===== src/rtl/main_control_fsm_pkg.sv =====
`default_nettype none
// ============================================================================
// Module      : main_control_fsm_pkg
// Description : State, opcode, ALUOP and mux-select encodings for the RV32
//               multicycle controller and its ALU decoder.
// Revision    : 1.0
// ============================================================================
package main_control_fsm_pkg;

    typedef enum logic [3:0] {
        ST_IDLE     = 4'd0,
        ST_FETCH    = 4'd1,
        ST_DECODE   = 4'd2,
        ST_MEMADR   = 4'd3,
        ST_MEMREAD  = 4'd4,
        ST_MEMWB    = 4'd5,
        ST_MEMWRITE = 4'd6,
        ST_EXECR    = 4'd7,
        ST_EXECI    = 4'd8,
        ST_ALUWB    = 4'd9,
        ST_BEQ      = 4'd10,
        ST_JAL      = 4'd11,
        ST_TRAP     = 4'd12
    } state_t;

    localparam logic [6:0] c_OP_LW   = 7'b0000011;
    localparam logic [6:0] c_OP_SW   = 7'b0100011;
    localparam logic [6:0] c_OP_R    = 7'b0110011;
    localparam logic [6:0] c_OP_I    = 7'b0010011;
    localparam logic [6:0] c_OP_BEQ  = 7'b1100011;
    localparam logic [6:0] c_OP_JAL  = 7'b1101111;

    localparam logic [2:0] c_ALUOP_ADD     = 3'b000;
    localparam logic [2:0] c_ALUOP_SUB     = 3'b001;
    localparam logic [2:0] c_ALUOP_SPECIAL = 3'b111;

    localparam logic [1:0] c_SRCA_PC    = 2'b00;
    localparam logic [1:0] c_SRCA_OLDPC = 2'b01;
    localparam logic [1:0] c_SRCA_RS1   = 2'b10;

    localparam logic [1:0] c_SRCB_RS2   = 2'b00;
    localparam logic [1:0] c_SRCB_IMM   = 2'b01;
    localparam logic [1:0] c_SRCB_FOUR  = 2'b10;

    localparam logic [1:0] c_RES_ALUOUT    = 2'b00;
    localparam logic [1:0] c_RES_MEMDATA   = 2'b01;
    localparam logic [1:0] c_RES_ALURESULT = 2'b10;

    // Opcode dispatch out of DECODE; unsupported opcodes land in TRAP.
    function automatic state_t decode_next(input logic [6:0] i_opcode);
        state_t w_st;
        case (i_opcode)
            c_OP_LW, c_OP_SW: w_st = ST_MEMADR;
            c_OP_R:           w_st = ST_EXECR;
            c_OP_I:           w_st = ST_EXECI;
            c_OP_BEQ:         w_st = ST_BEQ;
            c_OP_JAL:         w_st = ST_JAL;
            default:          w_st = ST_TRAP;
        endcase
        return w_st;
    endfunction

endpackage
`default_nettype wire


===== src/rtl/main_control_fsm_if.sv =====
`default_nettype none
// ============================================================================
// Module      : main_control_fsm_if
// Description : Controller <-> datapath/memory bundle: opcode, flags,
//               handshake, strobes and mux selects.
// Revision    : 1.0
// ============================================================================
interface main_control_fsm_if #(
    parameter int ALUOP_W = 3
);
    logic [6:0]         opcode;
    logic               zero;
    logic               mem_ready;
    logic               PC_Write;
    logic               IR_Write;
    logic               Mem_Read;
    logic               Mem_Write;
    logic               Reg_Write;
    logic               Adr_Src;
    logic [1:0]         ALUSrcA;
    logic [1:0]         ALUSrcB;
    logic [1:0]         Result_Src;
    logic [ALUOP_W-1:0] ALUOP;

    modport master (
        input  opcode, zero, mem_ready,
        output PC_Write, IR_Write, Mem_Read, Mem_Write, Reg_Write, Adr_Src,
               ALUSrcA, ALUSrcB, Result_Src, ALUOP
    );

    modport slave (
        output opcode, zero, mem_ready,
        input  PC_Write, IR_Write, Mem_Read, Mem_Write, Reg_Write, Adr_Src,
               ALUSrcA, ALUSrcB, Result_Src, ALUOP
    );
endinterface
`default_nettype wire


===== src/rtl/main_control_fsm_instret_counter.sv =====
`default_nettype none
// ============================================================================
// Module      : main_control_fsm_instret_counter
// Description : Retired-instruction counter, wraps modulo 2^CNT_W.
// Revision    : 1.0
// ============================================================================
module main_control_fsm_instret_counter #(
    parameter int CNT_W = 32
) (
    input  logic             clk,
    input  logic             rst_n,
    input  logic             i_en,
    output logic [CNT_W-1:0] o_count
);

    logic [CNT_W-1:0] r_count;

    always_ff @(posedge clk or negedge rst_n) begin
        if (!rst_n) begin
            r_count <= '0;
        end else if (i_en) begin
            r_count <= r_count + CNT_W'(1);
        end
    end

    assign o_count = r_count;

endmodule
`default_nettype wire


===== src/rtl/main_control_fsm.sv =====
`default_nettype none
// ============================================================================
// Module      : main_control_fsm
// Description : Multicycle RV32 main controller (lw, sw, R, I, beq, jal).
// Revision    : 1.0
// ============================================================================
module main_control_fsm
    import main_control_fsm_pkg::*;
#(
    parameter int ALUOP_W = 3,
    parameter int CNT_W   = 32
) (
    input  logic               clk,
    input  logic               rst_n,
    main_control_fsm_if.master bus,
    output logic               illegal,
    output logic [CNT_W-1:0]   instret
);

    state_t     r_state;
    state_t     w_next;
    logic       r_illegal;
    logic       w_retire;
    logic       w_pc_write;
    logic       w_ir_write;
    logic       w_mem_read;
    logic       w_mem_write;
    logic       w_reg_write;
    logic       w_adr_src;
    logic [1:0] w_srca;
    logic [1:0] w_srcb;
    logic [1:0] w_res_src;
    logic [2:0] w_aluop;

    always_ff @(posedge clk or negedge rst_n) begin
        if (!rst_n) begin
            r_state   <= ST_IDLE;
            r_illegal <= 1'b0;
        end else begin
            r_state   <= w_next;
            r_illegal <= r_illegal | (w_next == ST_TRAP);
        end
    end

    always_comb begin
        w_next      = r_state;
        w_retire    = 1'b0;
        w_pc_write  = 1'b0;
        w_ir_write  = 1'b0;
        w_mem_read  = 1'b0;
        w_mem_write = 1'b0;
        w_reg_write = 1'b0;
        w_adr_src   = 1'b0;
        w_srca      = c_SRCA_PC;
        w_srcb      = c_SRCB_RS2;
        w_res_src   = c_RES_ALUOUT;
        w_aluop     = c_ALUOP_ADD;
        case (r_state)
            ST_IDLE: begin
                w_next = ST_FETCH;
            end
            ST_FETCH: begin
                w_mem_read = 1'b1;
                w_srcb     = c_SRCB_FOUR;
                w_res_src  = c_RES_ALURESULT;
                w_pc_write = bus.mem_ready;
                w_ir_write = bus.mem_ready;
                if (bus.mem_ready) begin
                    w_next = ST_DECODE;
                end
            end
            ST_DECODE: begin
                w_srca = c_SRCA_OLDPC;
                w_srcb = c_SRCB_IMM;
                w_next = decode_next(bus.opcode);
            end
            ST_MEMADR: begin
                w_srca = c_SRCA_RS1;
                w_srcb = c_SRCB_IMM;
                w_next = (bus.opcode == c_OP_SW) ? ST_MEMWRITE : ST_MEMREAD;
            end
            ST_MEMREAD: begin
                w_mem_read = 1'b1;
                w_adr_src  = 1'b1;
                if (bus.mem_ready) begin
                    w_next = ST_MEMWB;
                end
            end
            ST_MEMWB: begin
                w_res_src   = c_RES_MEMDATA;
                w_reg_write = 1'b1;
                w_retire    = 1'b1;
                w_next      = ST_FETCH;
            end
            ST_MEMWRITE: begin
                w_mem_write = 1'b1;
                w_adr_src   = 1'b1;
                if (bus.mem_ready) begin
                    w_retire = 1'b1;
                    w_next   = ST_FETCH;
                end
            end
            ST_EXECR: begin
                w_srca  = c_SRCA_RS1;
                w_srcb  = c_SRCB_RS2;
                w_aluop = c_ALUOP_SPECIAL;
                w_next  = ST_ALUWB;
            end
            ST_EXECI: begin
                w_srca  = c_SRCA_RS1;
                w_srcb  = c_SRCB_IMM;
                w_aluop = c_ALUOP_SPECIAL;
                w_next  = ST_ALUWB;
            end
            ST_ALUWB: begin
                w_reg_write = 1'b1;
                w_retire    = 1'b1;
                w_next      = ST_FETCH;
            end
            ST_BEQ: begin
                w_srca     = c_SRCA_RS1;
                w_srcb     = c_SRCB_RS2;
                w_aluop    = c_ALUOP_SUB;
                w_pc_write = bus.zero;
                w_retire   = 1'b1;
                w_next     = ST_FETCH;
            end
            ST_JAL: begin
                w_srca      = c_SRCA_OLDPC;
                w_srcb      = c_SRCB_FOUR;
                w_pc_write  = 1'b1;
                w_reg_write = 1'b1;
                w_retire    = 1'b1;
                w_next      = ST_FETCH;
            end
            ST_TRAP: begin
                w_next = ST_TRAP;
            end
            default: begin
                w_next = ST_IDLE;
            end
        endcase
    end

    assign bus.PC_Write   = w_pc_write;
    assign bus.IR_Write   = w_ir_write;
    assign bus.Mem_Read   = w_mem_read;
    assign bus.Mem_Write  = w_mem_write;
    assign bus.Reg_Write  = w_reg_write;
    assign bus.Adr_Src    = w_adr_src;
    assign bus.ALUSrcA    = w_srca;
    assign bus.ALUSrcB    = w_srcb;
    assign bus.Result_Src = w_res_src;
    assign bus.ALUOP      = ALUOP_W'(w_aluop);
    assign illegal        = r_illegal;

    main_control_fsm_instret_counter #(
        .CNT_W (CNT_W)
    ) u_instret (
        .clk     (clk),
        .rst_n   (rst_n),
        .i_en    (w_retire),
        .o_count (instret)
    );

endmodule
`default_nettype wire

===== src/flat_wrapper.sv =====
// flat-port wrapper written by rule: the top's interface ports become plain ports
module main_control_fsm_flat import main_control_fsm_pkg::*;
#(
    parameter int ALUOP_W = 3,
    parameter int CNT_W   = 32
)
  (clk, rst_n, illegal, instret, bus_opcode, bus_zero, bus_mem_ready, bus_PC_Write, bus_IR_Write, bus_Mem_Read, bus_Mem_Write, bus_Reg_Write, bus_Adr_Src, bus_ALUSrcA, bus_ALUSrcB, bus_Result_Src, bus_ALUOP);
  main_control_fsm_if #(.ALUOP_W(ALUOP_W)) bus_i ();
  input  logic clk;
  input  logic rst_n;
  output logic illegal;
  output logic [CNT_W-1:0] instret;
  input wire logic [$bits(bus_i.opcode)-1:0] bus_opcode;
  input wire logic [$bits(bus_i.zero)-1:0] bus_zero;
  input wire logic [$bits(bus_i.mem_ready)-1:0] bus_mem_ready;
  output wire logic [$bits(bus_i.PC_Write)-1:0] bus_PC_Write;
  output wire logic [$bits(bus_i.IR_Write)-1:0] bus_IR_Write;
  output wire logic [$bits(bus_i.Mem_Read)-1:0] bus_Mem_Read;
  output wire logic [$bits(bus_i.Mem_Write)-1:0] bus_Mem_Write;
  output wire logic [$bits(bus_i.Reg_Write)-1:0] bus_Reg_Write;
  output wire logic [$bits(bus_i.Adr_Src)-1:0] bus_Adr_Src;
  output wire logic [$bits(bus_i.ALUSrcA)-1:0] bus_ALUSrcA;
  output wire logic [$bits(bus_i.ALUSrcB)-1:0] bus_ALUSrcB;
  output wire logic [$bits(bus_i.Result_Src)-1:0] bus_Result_Src;
  output wire logic [$bits(bus_i.ALUOP)-1:0] bus_ALUOP;
  assign bus_i.opcode = bus_opcode;
  assign bus_i.zero = bus_zero;
  assign bus_i.mem_ready = bus_mem_ready;
  assign bus_PC_Write = bus_i.PC_Write;
  assign bus_IR_Write = bus_i.IR_Write;
  assign bus_Mem_Read = bus_i.Mem_Read;
  assign bus_Mem_Write = bus_i.Mem_Write;
  assign bus_Reg_Write = bus_i.Reg_Write;
  assign bus_Adr_Src = bus_i.Adr_Src;
  assign bus_ALUSrcA = bus_i.ALUSrcA;
  assign bus_ALUSrcB = bus_i.ALUSrcB;
  assign bus_Result_Src = bus_i.Result_Src;
  assign bus_ALUOP = bus_i.ALUOP;
  main_control_fsm #(.ALUOP_W(ALUOP_W), .CNT_W(CNT_W)) u_core (.clk(clk), .rst_n(rst_n), .bus(bus_i), .illegal(illegal), .instret(instret));
endmodule

===== config.mk =====
export PLATFORM = sky130hd
export DESIGN_NAME = main_control_fsm_flat
export DESIGN_NICKNAME = d
export VERILOG_FILES = /design/src/rtl/main_control_fsm_pkg.sv /design/src/rtl/main_control_fsm_if.sv /design/src/rtl/main_control_fsm_instret_counter.sv /design/src/rtl/main_control_fsm.sv /design/src/flat_wrapper.sv
export SDC_FILE = /design/constraint.sdc
export NUM_CORES = 1
export LEC_CHECK = 0
export CORE_AREA = 2 2 70 72
export CTS_CLUSTER_DIAMETER = 40
export CTS_CLUSTER_SIZE = 14
export DETAILED_ROUTE_END_ITERATION = 7
export DIE_AREA = 0 0 72 74
export GPL_ROUTABILITY_DRIVEN = 0
export PLACE_DENSITY = 0.78
export SKIP_LAST_GASP = 1
export SYNTH_ARGS = -nofsm -noshare
export SYNTH_HDL_FRONTEND = slang
export SYNTH_SLANG_ARGS = --single-unit

===== constraint.sdc =====
create_clock -name clk -period 3 [get_ports clk]
set_clock_uncertainty 0.1 [all_clocks]
set_input_delay 0.3 -clock clk [delete_from_list [all_inputs] [get_ports clk]]
set_output_delay 0.3 -clock clk [all_outputs]
set_load 0.03 [all_outputs]

==> results of run 1 <==
==> cell usage after synthesis, drive strengths merged, types with 2 or more instances <==
cell,number,area (um^2)
a2111oi,3,70.06
a21oi,3,15.01
a32oi,2,17.52
and2,2,12.51
and3,7,43.79
buf,4,26.28
clkbuf,5,18.77
dfrtp,37,925.9
inv,5,18.77
nand2,21,78.83
nand2b,6,37.54
nand3,14,70.07
nand4,9,71.32
nor2,11,41.29
nor2b,6,37.54
nor3,7,35.03
nor3b,2,15.01
nor4,4,25.02
o21ai,7,42.54
o31ai,2,15.01
or2,2,12.51
or3,2,17.52
xnor2,22,200.2
xor2,13,113.9
==> area by class of cell <==
cell class / count / area (um^2)
clock buffer: 7 / 86.33
fill: 386 / 1797
inverter: 5 / 18.77
multi-input combinational: 161 / 1120
sequential: 37 / 925.9
tap: 54 / 67.56
timing repair buffer: 59 / 583.1
==> worst min-delay path by stage <==
stage / slack (ns) / cells after the start / to / start
after floorplan: -0.1 / 0 / u_core.illegal$_DFF_PN0_ / rst_n
after global placement: 0.33 / 1 / u_core.u_instret.o_count[23]$_DFFE_PN0P_ / rst_n
after detailed placement: 0.33 / 1 / u_core.u_instret.o_count[23]$_DFFE_PN0P_ / rst_n
after CTS: 0.02 / 1 / u_core.u_instret.o_count[23]$_DFFE_PN0P_ / rst_n
after global routing: 0.06 / 1 / u_core.u_instret.o_count[31]$_DFFE_PN0P_ / rst_n
final: -0.01 / 1 / u_core.u_instret.o_count[25]$_DFFE_PN0P_ / rst_n
==> logic make-up after synthesis <==
family          count (synthesis)  synth area share
flops                          37            0.4389
xor+xnor                       35            0.1489
fa+ha+maj                       1          0.005930
compound gates                 25            0.1050
buf+inv                        14           0.03025
mux                             2           0.01008
simple gates                   98            0.2610
==> metrics by stage <==
stage               instance area (um^2)    util  setup WS [ns]
finish                              2801  0.6093         0.3288
global route                        2801  0.6093         0.1634
CTS                                 2801  0.6093         0.3230
detailed placement                  2715  0.5905         0.4471
global placement                    2715  0.5905         0.4872
floorplan                           2110       -         0.8039
==> registers in the layout, indices dropped and copies added (netlist names) <==
register	count
u_core.u_instret.o_count	32
u_core.r_state	4
u_core.illegal	1
==> report_power, final <==
part           total, mW  switching, mW  internal (mW)
Clock              0.344          0.162          0.182
Combinational       1.46          0.843          0.616
Sequential         0.882          0.259          0.623
Total               2.68           1.26           1.42
==> worst max-delay path: cells and delay by family, from the launching register on <==
kind | cells | cell delay (ns)
compound gates | 1 | 0.08
simple gates | 2 | 0.55
buf+inv | 1 | 0.69
flops | 1 | 0.66
==> routing by layer <==
layer	track usage	up-vias	share of wire
li1	-	856	-
met1	0.2395	830	0.47
met2	0.2757	51	0.46
met3	0.04336	7	0.055
met4	0.06918	0	0.017
met5	0	-	0
==> tab_implementation.tex, run 1 <==
\begin{tabular}{lr}
\hline
Metric & Value \\
\hline
\multicolumn{2}{l}{\textbf{Clocking}} \\
Number of buffers created by CTS & 5 \\
Depth of the CTS H-tree & 2 \\
Root buffer selected by CTS & sky130\_fd\_sc\_hd\_\_clkbuf\_8 \\
Cts-stage hold buffer count & 0 \\
CTS-repair resized insts & 0 \\
Clock tree from TritonCTS & done \\
TritonCTS Sinks & 37 \\
Clock-pin slew reported for the worst setup and hold paths after clock tree synthesis & 0.07 ns \\
Later-pin clock latency in the skew report & 0.29 ns \\
CTS Buffer Depth & 2 \\
\# Post-CTS Setup Buffers & 0 \\
\multicolumn{2}{l}{\textbf{Routing}} \\
Number of vias in the routed layout & 1,744 \\
1st-pass router iterations & 4 \\
Number of vias per cell & 5.399 \\
Total Wirelength & about 4500 um \\
Total DRC errors in the routed layout & 0 \\
Starting DRT DRC Count & 53 \\
Routed wirelength normalized by instance count & 13.86 um \\
Remaining number of nets flagged by the antenna check after routing & 0 \\
\multicolumn{2}{l}{\textbf{Critical path}} \\
Length in cells of the worst reg-to-reg path & 5 \\
Largest stage delay on the critical path & about 0.7 ns \\
Worst setup path class & reg2out \\
Worst setup path end & bus\_ALUOP[0] \\
Worst reg-to-reg setup slack & approximately 0.63 ns \\
Crit Reg-Reg Endpoint & u\_core.u\_instret.o\_count[11]\$\_DFFE\_PN0P\_ \\
Critical Path AT & 2.27 ns \\
Kind of start point of the critical path & flip-flop \\
CP max-delay cell & sky130\_fd\_sc\_hd\_\_clkdlybuf4s50\_1 \\
Required arrival time at the worst endpoint & 2.60 ns \\
Critical Path End Type & output port \\
Worst reg2reg startpoint & u\_core.r\_state[0]\$\_DFF\_PN0\_ \\
Worst-path fanout max & 18 \\
Crit. Startpoint & u\_core.r\_state[2]\$\_DFF\_PN0\_ \\
Worst path cell trace & nand2b\_1 -> or2\_2 -> o21ai\_0 -> clkdlybuf4s50\_1 \\
\multicolumn{2}{l}{\textbf{Timing}} \\
Final Max Slew Viols & 0 \\
Shortest period the worst path allows & 2.671 ns \\
Max Clock Freq & 374.4 MHz \\
Post-route clock period utilization & 0.8904 \\
Transition time of the tightest slew-check pin & 0.7860 ns \\
Worst max-slew margin expressed relative to the limit & 0.4760 \\
Number of endpoints with negative hold slack in the final report & 17 \\
Setup Total Neg Slack & 0 ns \\
Setup repair after global routing missed its margin & false \\
\# setup viols final & 0 \\
Hold WS & -0.01152 ns \\
\multicolumn{2}{l}{\textbf{Job}} \\
Max-cap viol count & 0 \\
\multicolumn{2}{l}{\textbf{Floorplanning}} \\
Top-level port count & between 50 and 60 \\
Die outline height & 74 um \\
Number of placement rows & 25 \\
Starting Density & 0.4588 \\
Die boundary width & about 70 um \\
Total die area & roughly 0.0053 mm\^{}2 \\
Core ar. & around 0.0046 mm\^{}2 \\
\multicolumn{2}{l}{\textbf{Synthesis}} \\
Yosys Warn Count & 0 \\
Post-Syn Area per Cell & approximately 10 um\^{}2 \\
Share of the yosys chip area belonging to registers & 0.4389 \\
Synthesized cell area & between 0.002 and 0.0025 mm\^{}2 \\
Count of flip-flops with a built-in enable after synthesis & 0 \\
Synthesized netlist cell count & 212 \\
Post-synthesis sequential element count & 37 \\
Net count of the mapped netlist & 224 \\
Share of synthesized flip-flops with an asynchronous set or reset & 1.000 \\
Most instantiated flip-flop cell in the synthesis netlist & sky130\_fd\_sc\_hd\_\_dfrtp\_1 \\
Count of distinct cell types in the synthesized netlist & 47 \\
\multicolumn{2}{l}{\textbf{Status}} \\
Violated checks & hold timing \\
Result of the run & finished with violations \\
\multicolumn{2}{l}{\textbf{Placed design}} \\
HPWL after detailed placement & 3234 um \\
Quantity of I/O buffers inserted on ports & 58 \\
Cell count after placement & 316 \\
\multicolumn{2}{l}{\textbf{Cells and area}} \\
Antenna Cells & 0 \\
Final cell count without fillers & 323 \\
Top library cells by usage in the layout, fill and taps aside & 57 x sky130\_fd\_sc\_hd\_\_clkdlybuf4s50\_1, 37 x sky130\_fd\_sc\_hd\_\_dfrtp\_1, 21 x sky130\_fd\_sc\_hd\_\_nand2\_1, 21 x sky130\_fd\_sc\_hd\_\_xnor2\_1, 14 x sky130\_fd\_sc\_hd\_\_nand3\_1 \\
Number of nets in the final layout & 281 \\
Syn-to-layout area delta & 32.80\% \\
Most common library cell in the layout ignoring fill and taps & sky130\_fd\_sc\_hd\_\_clkdlybuf4s50\_1 \\
Layout cells sized above 1 & 0.07807 \\
\multicolumn{2}{l}{\textbf{GRT}} \\
Global-route wire length before repair & $\sim$7300 um \\
Number of global-route vias before repair & approximately 1,600 \\
Antenna violations before repair & 0 \\
Total global-route track usage & 0.1765 \\
Maximum number of pins on one net before global-route repair & 38 \\
Total overflow reported by the global router & 0 \\
\multicolumn{2}{l}{\textbf{Hold path}} \\
Class of the tightest hold or removal check & in2async \\
\multicolumn{2}{l}{\textbf{Power}} \\
Worst vdd rail ir drop & roughly 0.68 mV \\
Total power per unit cell area & 958.2 mW/mm\^{}2 \\
Pwr Total & 2.684 mW \\
Leakage Power & 1.110 nW \\
\hline
\end{tabular}
No activity file was read; power rests on OpenSTA's default activity.
==> inputs of run 2 (changes only) <==
Settings changed: HOLD_SLACK_MARGIN set to 0.12.
==> tab_implementation.tex, run 2 (same netlist as run 1, synthesis figures left out) <==
\begin{tabular}{lr}
\hline
Metric & Value \\
\hline
\multicolumn{2}{l}{\textbf{Critical path}} \\
Length in cells of the worst reg-to-reg path & 5 \\
Worst setup path end & bus\_ALUOP[0] \\
Critical Path AT & approximately 2.3 ns \\
Worst reg-to-reg setup slack & 0.63 ns \\
WP depth & 4 \\
Crit Reg-Reg Endpoint & u\_core.u\_instret.o\_count[11]\$\_DFFE\_PN0P\_ \\
Critical Path End Type & output port \\
CP max-delay cell & sky130\_fd\_sc\_hd\_\_clkdlybuf4s50\_1 \\
Crit. Startpoint & u\_core.r\_state[2]\$\_DFF\_PN0\_ \\
Buffer and inverter count on the worst path & 1 \\
Top Family by Delay on Critical Path & buffers and inverters \\
Kind of start point of the critical path & flip-flop \\
Worst reg2reg startpoint & u\_core.r\_state[0]\$\_DFF\_PN0\_ \\
Required arrival time at the worst endpoint & 2.60 ns \\
Worst-path fanout max & 18 \\
Worst setup path class & reg2out \\
Worst path cell trace & nand2b\_1 -> or2\_2 -> o21ai\_0 -> clkdlybuf4s50\_1 \\
Largest stage delay on the critical path & about 0.7 ns \\
\multicolumn{2}{l}{\textbf{Cells and area}} \\
Layout cells sized above 1 & 0.07778 \\
Syn-to-layout area delta & 33.27\% \\
Most common library cell in the layout ignoring fill and taps & sky130\_fd\_sc\_hd\_\_clkdlybuf4s50\_1 \\
Final core occ & 0.6114 \\
Number of flip-flops under the largest register name & 32 \\
Top library cells by usage in the layout, fill and taps aside & 57 x sky130\_fd\_sc\_hd\_\_clkdlybuf4s50\_1, 37 x sky130\_fd\_sc\_hd\_\_dfrtp\_1, 21 x sky130\_fd\_sc\_hd\_\_nand2\_1, 21 x sky130\_fd\_sc\_hd\_\_xnor2\_1, 14 x sky130\_fd\_sc\_hd\_\_nand3\_1 \\
Number of nets in the final layout & 282 \\
Antenna Cells & 0 \\
\multicolumn{2}{l}{\textbf{Clocking}} \\
Root buffer selected by CTS & sky130\_fd\_sc\_hd\_\_clkbuf\_8 \\
Clock-pin slew reported for the worst setup and hold paths after clock tree synthesis & 0.07 ns \\
Later-pin clock latency in the skew report & 0.29 ns \\
Depth of the CTS H-tree & 2 \\
CTS Buffer Depth & 2 \\
TritonCTS Sinks & 37 \\
Clock tree from TritonCTS & done \\
\# Post-CTS Setup Buffers & 0 \\
Number of buffers created by CTS & 5 \\
\multicolumn{2}{l}{\textbf{Routing}} \\
Remaining number of nets flagged by the antenna check after routing & 0 \\
Number of vias in the routed layout & 1,741 \\
Total DRC errors in the routed layout & 0 \\
Met2 layer wire length in the routed design & 2027 um \\
Total Wirelength & 4486 um \\
Top metal layer carrying routed signals & met4 \\
Number of vias per cell & 5.373 \\
1st-pass router iterations & 4 \\
Met1 wire length & between 2000 and 2500 um \\
Met3 layer wire length in the routed design & 239 um \\
Starting DRT DRC Count & 52 \\
Routed wirelength normalized by instance count & around 14 um \\
\multicolumn{2}{l}{\textbf{GRT}} \\
Maximum number of pins on one net before global-route repair & 38 \\
Number of global-route vias before repair & 1,595 \\
Total global-route track usage & 0.1765 \\
Total overflow reported by the global router & 0 \\
Global-route wire length before repair & 7286 um \\
Antenna violations before repair & 0 \\
\multicolumn{2}{l}{\textbf{Power}} \\
Worst vdd rail ir drop & just under 0.7 mV \\
Leakage Power & 1.114 nW \\
Pwr Total & 2.685 mW \\
Total power per unit cell area & 954.9 mW/mm\^{}2 \\
\multicolumn{2}{l}{\textbf{Timing}} \\
Post-route clock period utilization & 0.8906 \\
Transition time of the tightest slew-check pin & 0.7897 ns \\
Worst setup slack after layout & around 0.33 ns \\
Shortest period the worst path allows & approximately 2.7 ns \\
Max Clock Freq & 374.3 MHz \\
Number of endpoints with negative hold slack in the final report & 0 \\
Setup Total Neg Slack & 0 ns \\
Hold WS & 0.3728 ns \\
Worst max-slew margin expressed relative to the limit & 0.4735 \\
Final Max Slew Viols & 0 \\
\# setup viols final & 0 \\
Setup repair after global routing missed its margin & false \\
\multicolumn{2}{l}{\textbf{Floorplanning}} \\
Top-level port count & 59 \\
Total die area & around 0.0053 mm\^{}2 \\
Number of placement rows & 25 \\
Core ar. & 0.004598 mm\^{}2 \\
Starting Density & 0.4588 \\
Die boundary width & 72 um \\
Die outline height & 74 um \\
\multicolumn{2}{l}{\textbf{Hold path}} \\
Count of cells along the worst hold path & 1 \\
Class of the tightest hold or removal check & reg2reg \\
\multicolumn{2}{l}{\textbf{Placed design}} \\
Worst slack after detailed placement & 0.4471 ns \\
Quantity of I/O buffers inserted on ports & 58 \\
HPWL after detailed placement & 3234 um \\
\multicolumn{2}{l}{\textbf{Status}} \\
Result of the run & completed \\
\multicolumn{2}{l}{\textbf{Job}} \\
Max-cap viol count & 0 \\
\hline
\end{tabular}
[run 2: routing by layer]
| layer | track usage | vias up |
|---|---|---|
| li1 | - | 859 |
| met1 | 0.2395 | 828 |
| met2 | 0.2757 | 46 |
| met3 | 0.04336 | 8 |
| met4 | 0.06918 | 0 |
| met5 | 0 | - |
[run 2: report_power, final]
group | internal, mW | total (mW) | switching, mW
clock network | 0.182 | 0.345 | 0.163
registers | 0.623 | 0.880 | 0.257
logic | 0.617 | 1.46 | 0.843
[run 2: worst register-to-register path, stage by stage, from the launching register on]
cell,delay (ns)
sky130_fd_sc_hd__dfrtp_1,0.60
sky130_fd_sc_hd__and4bb_2,0.40
sky130_fd_sc_hd__o21ai_2,0.14
sky130_fd_sc_hd__a21o_1,0.33
sky130_fd_sc_hd__or4_4,0.55
sky130_fd_sc_hd__xnor2_2,0.14
[run 2: layout make-up]
| cell class | count | area, um^2 |
|---|---|---|
| Sequential cell | 37 | 925.9 |
| Inverter | 5 | 18.77 |
| Timing Repair Buffer | 60 | 593.1 |
| Multi-Input combinational cell | 161 | 1120 |
| Tap cell | 54 | 67.56 |
| Clock buffer | 7 | 86.33 |
| Fill cell | 385 | 1787 |
[run 2: metrics by stage]
step / std cells / instance area [um^2]
2_1_floorplan: 212 / 2110
3_3_place_gp: 316 / 2715
3_5_place_dp: 316 / 2715
4_1_cts: 324 / 2811
5_1_grt: 324 / 2811
6_report: 324 / 2811
[run 2: what timing repair did]
item                      4_1_cts  5_1_grt
gates resized for setup         0        0
hold buffers                    1        0
hold endpoints to repair       37        0
[run 2: how the worst min path moves through the flow]
stage	slack (ns)	endpoint	start
2_1_floorplan	-0.1	u_core.illegal$_DFF_PN0_	rst_n
4_1_cts	0.38	u_core.u_instret.o_count[31]$_DFFE_PN0P_	u_core.u_instret.o_count[31]$_DFFE_PN0P_
3_5_place_dp	0.33	u_core.u_instret.o_count[23]$_DFFE_PN0P_	rst_n
6_report	0.37	u_core.u_instret.o_count[31]$_DFFE_PN0P_	u_core.u_instret.o_count[31]$_DFFE_PN0P_
3_3_place_gp	0.33	u_core.u_instret.o_count[23]$_DFFE_PN0P_	rst_n
5_1_grt	0.41	u_core.u_instret.o_count[31]$_DFFE_PN0P_	u_core.u_instret.o_count[31]$_DFFE_PN0P_
==> inputs of run 3 (changes only) <==
Settings changed: CORE_AREA 2 2 70 72 to 2 2 61 63, DIE_AREA 0 0 72 74 to 0 0 63 65, DONT_BUFFER_PORTS set to 1, PLACE_DENSITY 0.78 to 0.77.
==> tab_implementation.tex, run 3 (same netlist as run 1, synthesis figures left out) <==
\begin{tabular}{lr}
\hline
Metric & Value \\
\hline
\multicolumn{2}{l}{\textbf{Routing}} \\
Starting DRT DRC Count & 84 \\
1st-pass router iterations & 4 \\
Routed wirelength normalized by instance count & 15.98 um \\
Total Wirelength & 4331 um \\
Remaining number of nets flagged by the antenna check after routing & 0 \\
Number of vias in the routed layout & 1,567 \\
Total DRC errors in the routed layout & 0 \\
Number of vias per cell & 5.782 \\
\multicolumn{2}{l}{\textbf{Power}} \\
Portion of total power attributed to sequential cells & 0.445 \\
Sw Share & 0.5355 \\
Power share of the clock group & 0.106 \\
Pint & 1.073 mW \\
Total power per unit cell area & slightly above 1000 mW/mm\^{}2 \\
Worst vdd rail ir drop & 0.6867 mV \\
Net Switching & between 1 and 1.5 mW \\
Leakage Power & about 0.94 nW \\
Pwr Total & 2.310 mW \\
Combinational cell fraction of total power & 0.448 \\
\multicolumn{2}{l}{\textbf{Job}} \\
Max-cap viol count & 0 \\
\multicolumn{2}{l}{\textbf{Clocking}} \\
CTS Buffer Depth & 2 \\
Clock tree from TritonCTS & done \\
Later-pin clock latency in the skew report & 0.34 ns \\
\# Post-CTS Setup Buffers & 0 \\
TritonCTS Sinks & 37 \\
Number of buffers created by CTS & 5 \\
CTS-repair resized insts & 0 \\
Cts-stage hold buffer count & 4 \\
Root buffer selected by CTS & sky130\_fd\_sc\_hd\_\_clkbuf\_4 \\
Clock-pin slew reported for the worst setup and hold paths after clock tree synthesis & 0.10 ns \\
Depth of the CTS H-tree & 2 \\
\multicolumn{2}{l}{\textbf{Floorplanning}} \\
Top-level port count & 59 \\
Die boundary width & 63 um \\
Die outline height & 65 um \\
Total die area & 0.004095 mm\^{}2 \\
Number of placement rows & 22 \\
Starting Density & 0.6034 \\
Core ar. & 0.003496 mm\^{}2 \\
\multicolumn{2}{l}{\textbf{Timing}} \\
Worst setup slack after layout & 0.5772 ns \\
Post-route clock period utilization & 0.8076 \\
Transition time of the tightest slew-check pin & 0.6692 ns \\
Setup Total Neg Slack & 0 ns \\
Max Clock Freq & roughly 410 MHz \\
Shortest period the worst path allows & 2.423 ns \\
Final Max Slew Viols & 0 \\
Worst max-slew margin expressed relative to the limit & 0.5604 \\
Setup repair after global routing missed its margin & false \\
\# setup viols final & 0 \\
Number of endpoints with negative hold slack in the final report & 0 \\
\multicolumn{2}{l}{\textbf{GRT}} \\
Global-route wire length before repair & 7362 um \\
Antenna violations before repair & 0 \\
Maximum number of pins on one net before global-route repair & 38 \\
Total global-route track usage & 0.2289 \\
Number of global-route vias before repair & 1,626 \\
Total overflow reported by the global router & 0 \\
\multicolumn{2}{l}{\textbf{Hold path}} \\
Class of the tightest hold or removal check & in2reg \\
\multicolumn{2}{l}{\textbf{Cells and area}} \\
Top library cells by usage in the layout, fill and taps aside & 37 x sky130\_fd\_sc\_hd\_\_dfrtp\_1, 21 x sky130\_fd\_sc\_hd\_\_nand2\_1, 21 x sky130\_fd\_sc\_hd\_\_xnor2\_1, 14 x sky130\_fd\_sc\_hd\_\_nand3\_1, 13 x sky130\_fd\_sc\_hd\_\_xor2\_1 \\
Number of nets in the final layout & 234 \\
Multi-input gate area in the final layout & about 0.0011 mm\^{}2 \\
Number of flip-flops under the largest register name & 32 \\
Filler cell count in the final layout & 298 \\
Syn-to-layout area delta & 8.363\% \\
Most common library cell in the layout ignoring fill and taps & sky130\_fd\_sc\_hd\_\_dfrtp\_1 \\
Layout cells sized above 1 & 0.1300 \\
Sequential cell area & 925.9 um\^{}2 \\
Antenna Cells & 0 \\
\multicolumn{2}{l}{\textbf{Critical path}} \\
Kind of start point of the critical path & flip-flop \\
Worst setup path class & reg2reg \\
Critical Path AT & 2.54 ns \\
Required arrival time at the worst endpoint & 3.12 ns \\
Critical Path End Type & flip-flop \\
Worst-path fanout max & 7 \\
\multicolumn{2}{l}{\textbf{Placed design}} \\
Quantity of I/O buffers inserted on ports & 0 \\
Worst slack after detailed placement & 0.6018 ns \\
HPWL after detailed placement & roughly 3200 um \\
\multicolumn{2}{l}{\textbf{Status}} \\
Result of the run & completed \\
\hline
\end{tabular}
[run 3: changes by cell type in the layout (fill, tap and decap cells not counted)]
| cell | before | now |
|---|---|---|
| sky130_fd_sc_hd__clkbuf_8 | 6 | 0 |
| sky130_fd_sc_hd__clkbuf_4 | 0 | 5 |
| sky130_fd_sc_hd__clkdlybuf4s50_1 | 57 | 0 |
| sky130_fd_sc_hd__buf_12 | 0 | 1 |
| sky130_fd_sc_hd__dlygate4sd3_1 | 1 | 3 |
| sky130_fd_sc_hd__buf_4 | 1 | 8 |
| sky130_fd_sc_hd__buf_2 | 1 | 0 |
| sky130_fd_sc_hd__clkinv_2 | 0 | 2 |
[run 3: layout make-up]
type                    instances  share of cell area
multi-input cells             161              0.4899
clock inverters                 2            0.004379
inverters                       5            0.008210
repair buffers                 12             0.04817
flip-flops and latches         37              0.4050
clock buffers                   6             0.01806
well taps                      48             0.02627
[run 3: power groups by stage]
stage          logic, mW  clock network (mW)  registers (mW)
6_report            1.04               0.246            1.03
3_3_place_gp       0.984                   0            1.03
4_1_cts             1.04               0.256            1.03
5_1_grt             1.13               0.285            1.05
2_1_floorplan      0.839                   0           0.983
3_5_place_dp        1.02                   0            1.04
[run 3: path summary, 6_finish.rpt]
check	start	endpoint	slack [ns]	cells past startpoint
worst max-delay path	u_core.u_instret.o_count[7]$_DFFE_PN0P_	u_core.u_instret.o_count[31]$_DFFE_PN0P_	0.58	5
worst min-delay path	bus_opcode[3]	u_core.r_state[0]$_DFF_PN0_	0.14	2
worst max register to register	u_core.u_instret.o_count[7]$_DFFE_PN0P_	u_core.u_instret.o_count[31]$_DFFE_PN0P_	0.58	5
worst min register to register	u_core.u_instret.o_count[31]$_DFFE_PN0P_	u_core.u_instret.o_count[31]$_DFFE_PN0P_	0.59	1
max in group asynchronous	rst_n	u_core.u_instret.o_count[29]$_DFFE_PN0P_	2.33	2
min in group asynchronous	rst_n	u_core.u_instret.o_count[5]$_DFFE_PN0P_	0.29	2
[run 3: per-stage QoR]
| stage | hold slack (ns) | area, um^2 | cells | util |
|---|---|---|---|---|
| finish | 0.1420 | 2286 | 271 | 0.6539 |
| global route | 0.1488 | 2286 | 271 | 0.6539 |
| CTS | 0.1312 | 2286 | 271 | 0.6539 |
| detailed placement | -0.09502 | 2185 | 259 | 0.6249 |
| global placement | -0.09488 | 2185 | 259 | 0.6249 |
| floorplan | -0.09559 | 2110 | 212 | - |
[run 3: critical path, stage by stage (launching register included)]
cell                        delay (ns)
sky130_fd_sc_hd__dfrtp_1          0.64
sky130_fd_sc_hd__nand4_4          0.20
sky130_fd_sc_hd__or3_4            0.44
sky130_fd_sc_hd__a2111oi_4        0.55
sky130_fd_sc_hd__nand4_1          0.20
sky130_fd_sc_hd__xnor2_1          0.16
[run 3: per-layer routing]
metal / share of wire / routed length (um) / track usage / vias up
met5: 0 / 0 / 0 / -
met4: 0.013 / 57 / 0.08889 / 0
met3: 0.054 / 236 / 0.06424 / 7
met2: 0.53 / 2303 / 0.4242 / 48
met1: 0.40 / 1733 / 0.2460 / 745
li1: - / - / - / 767
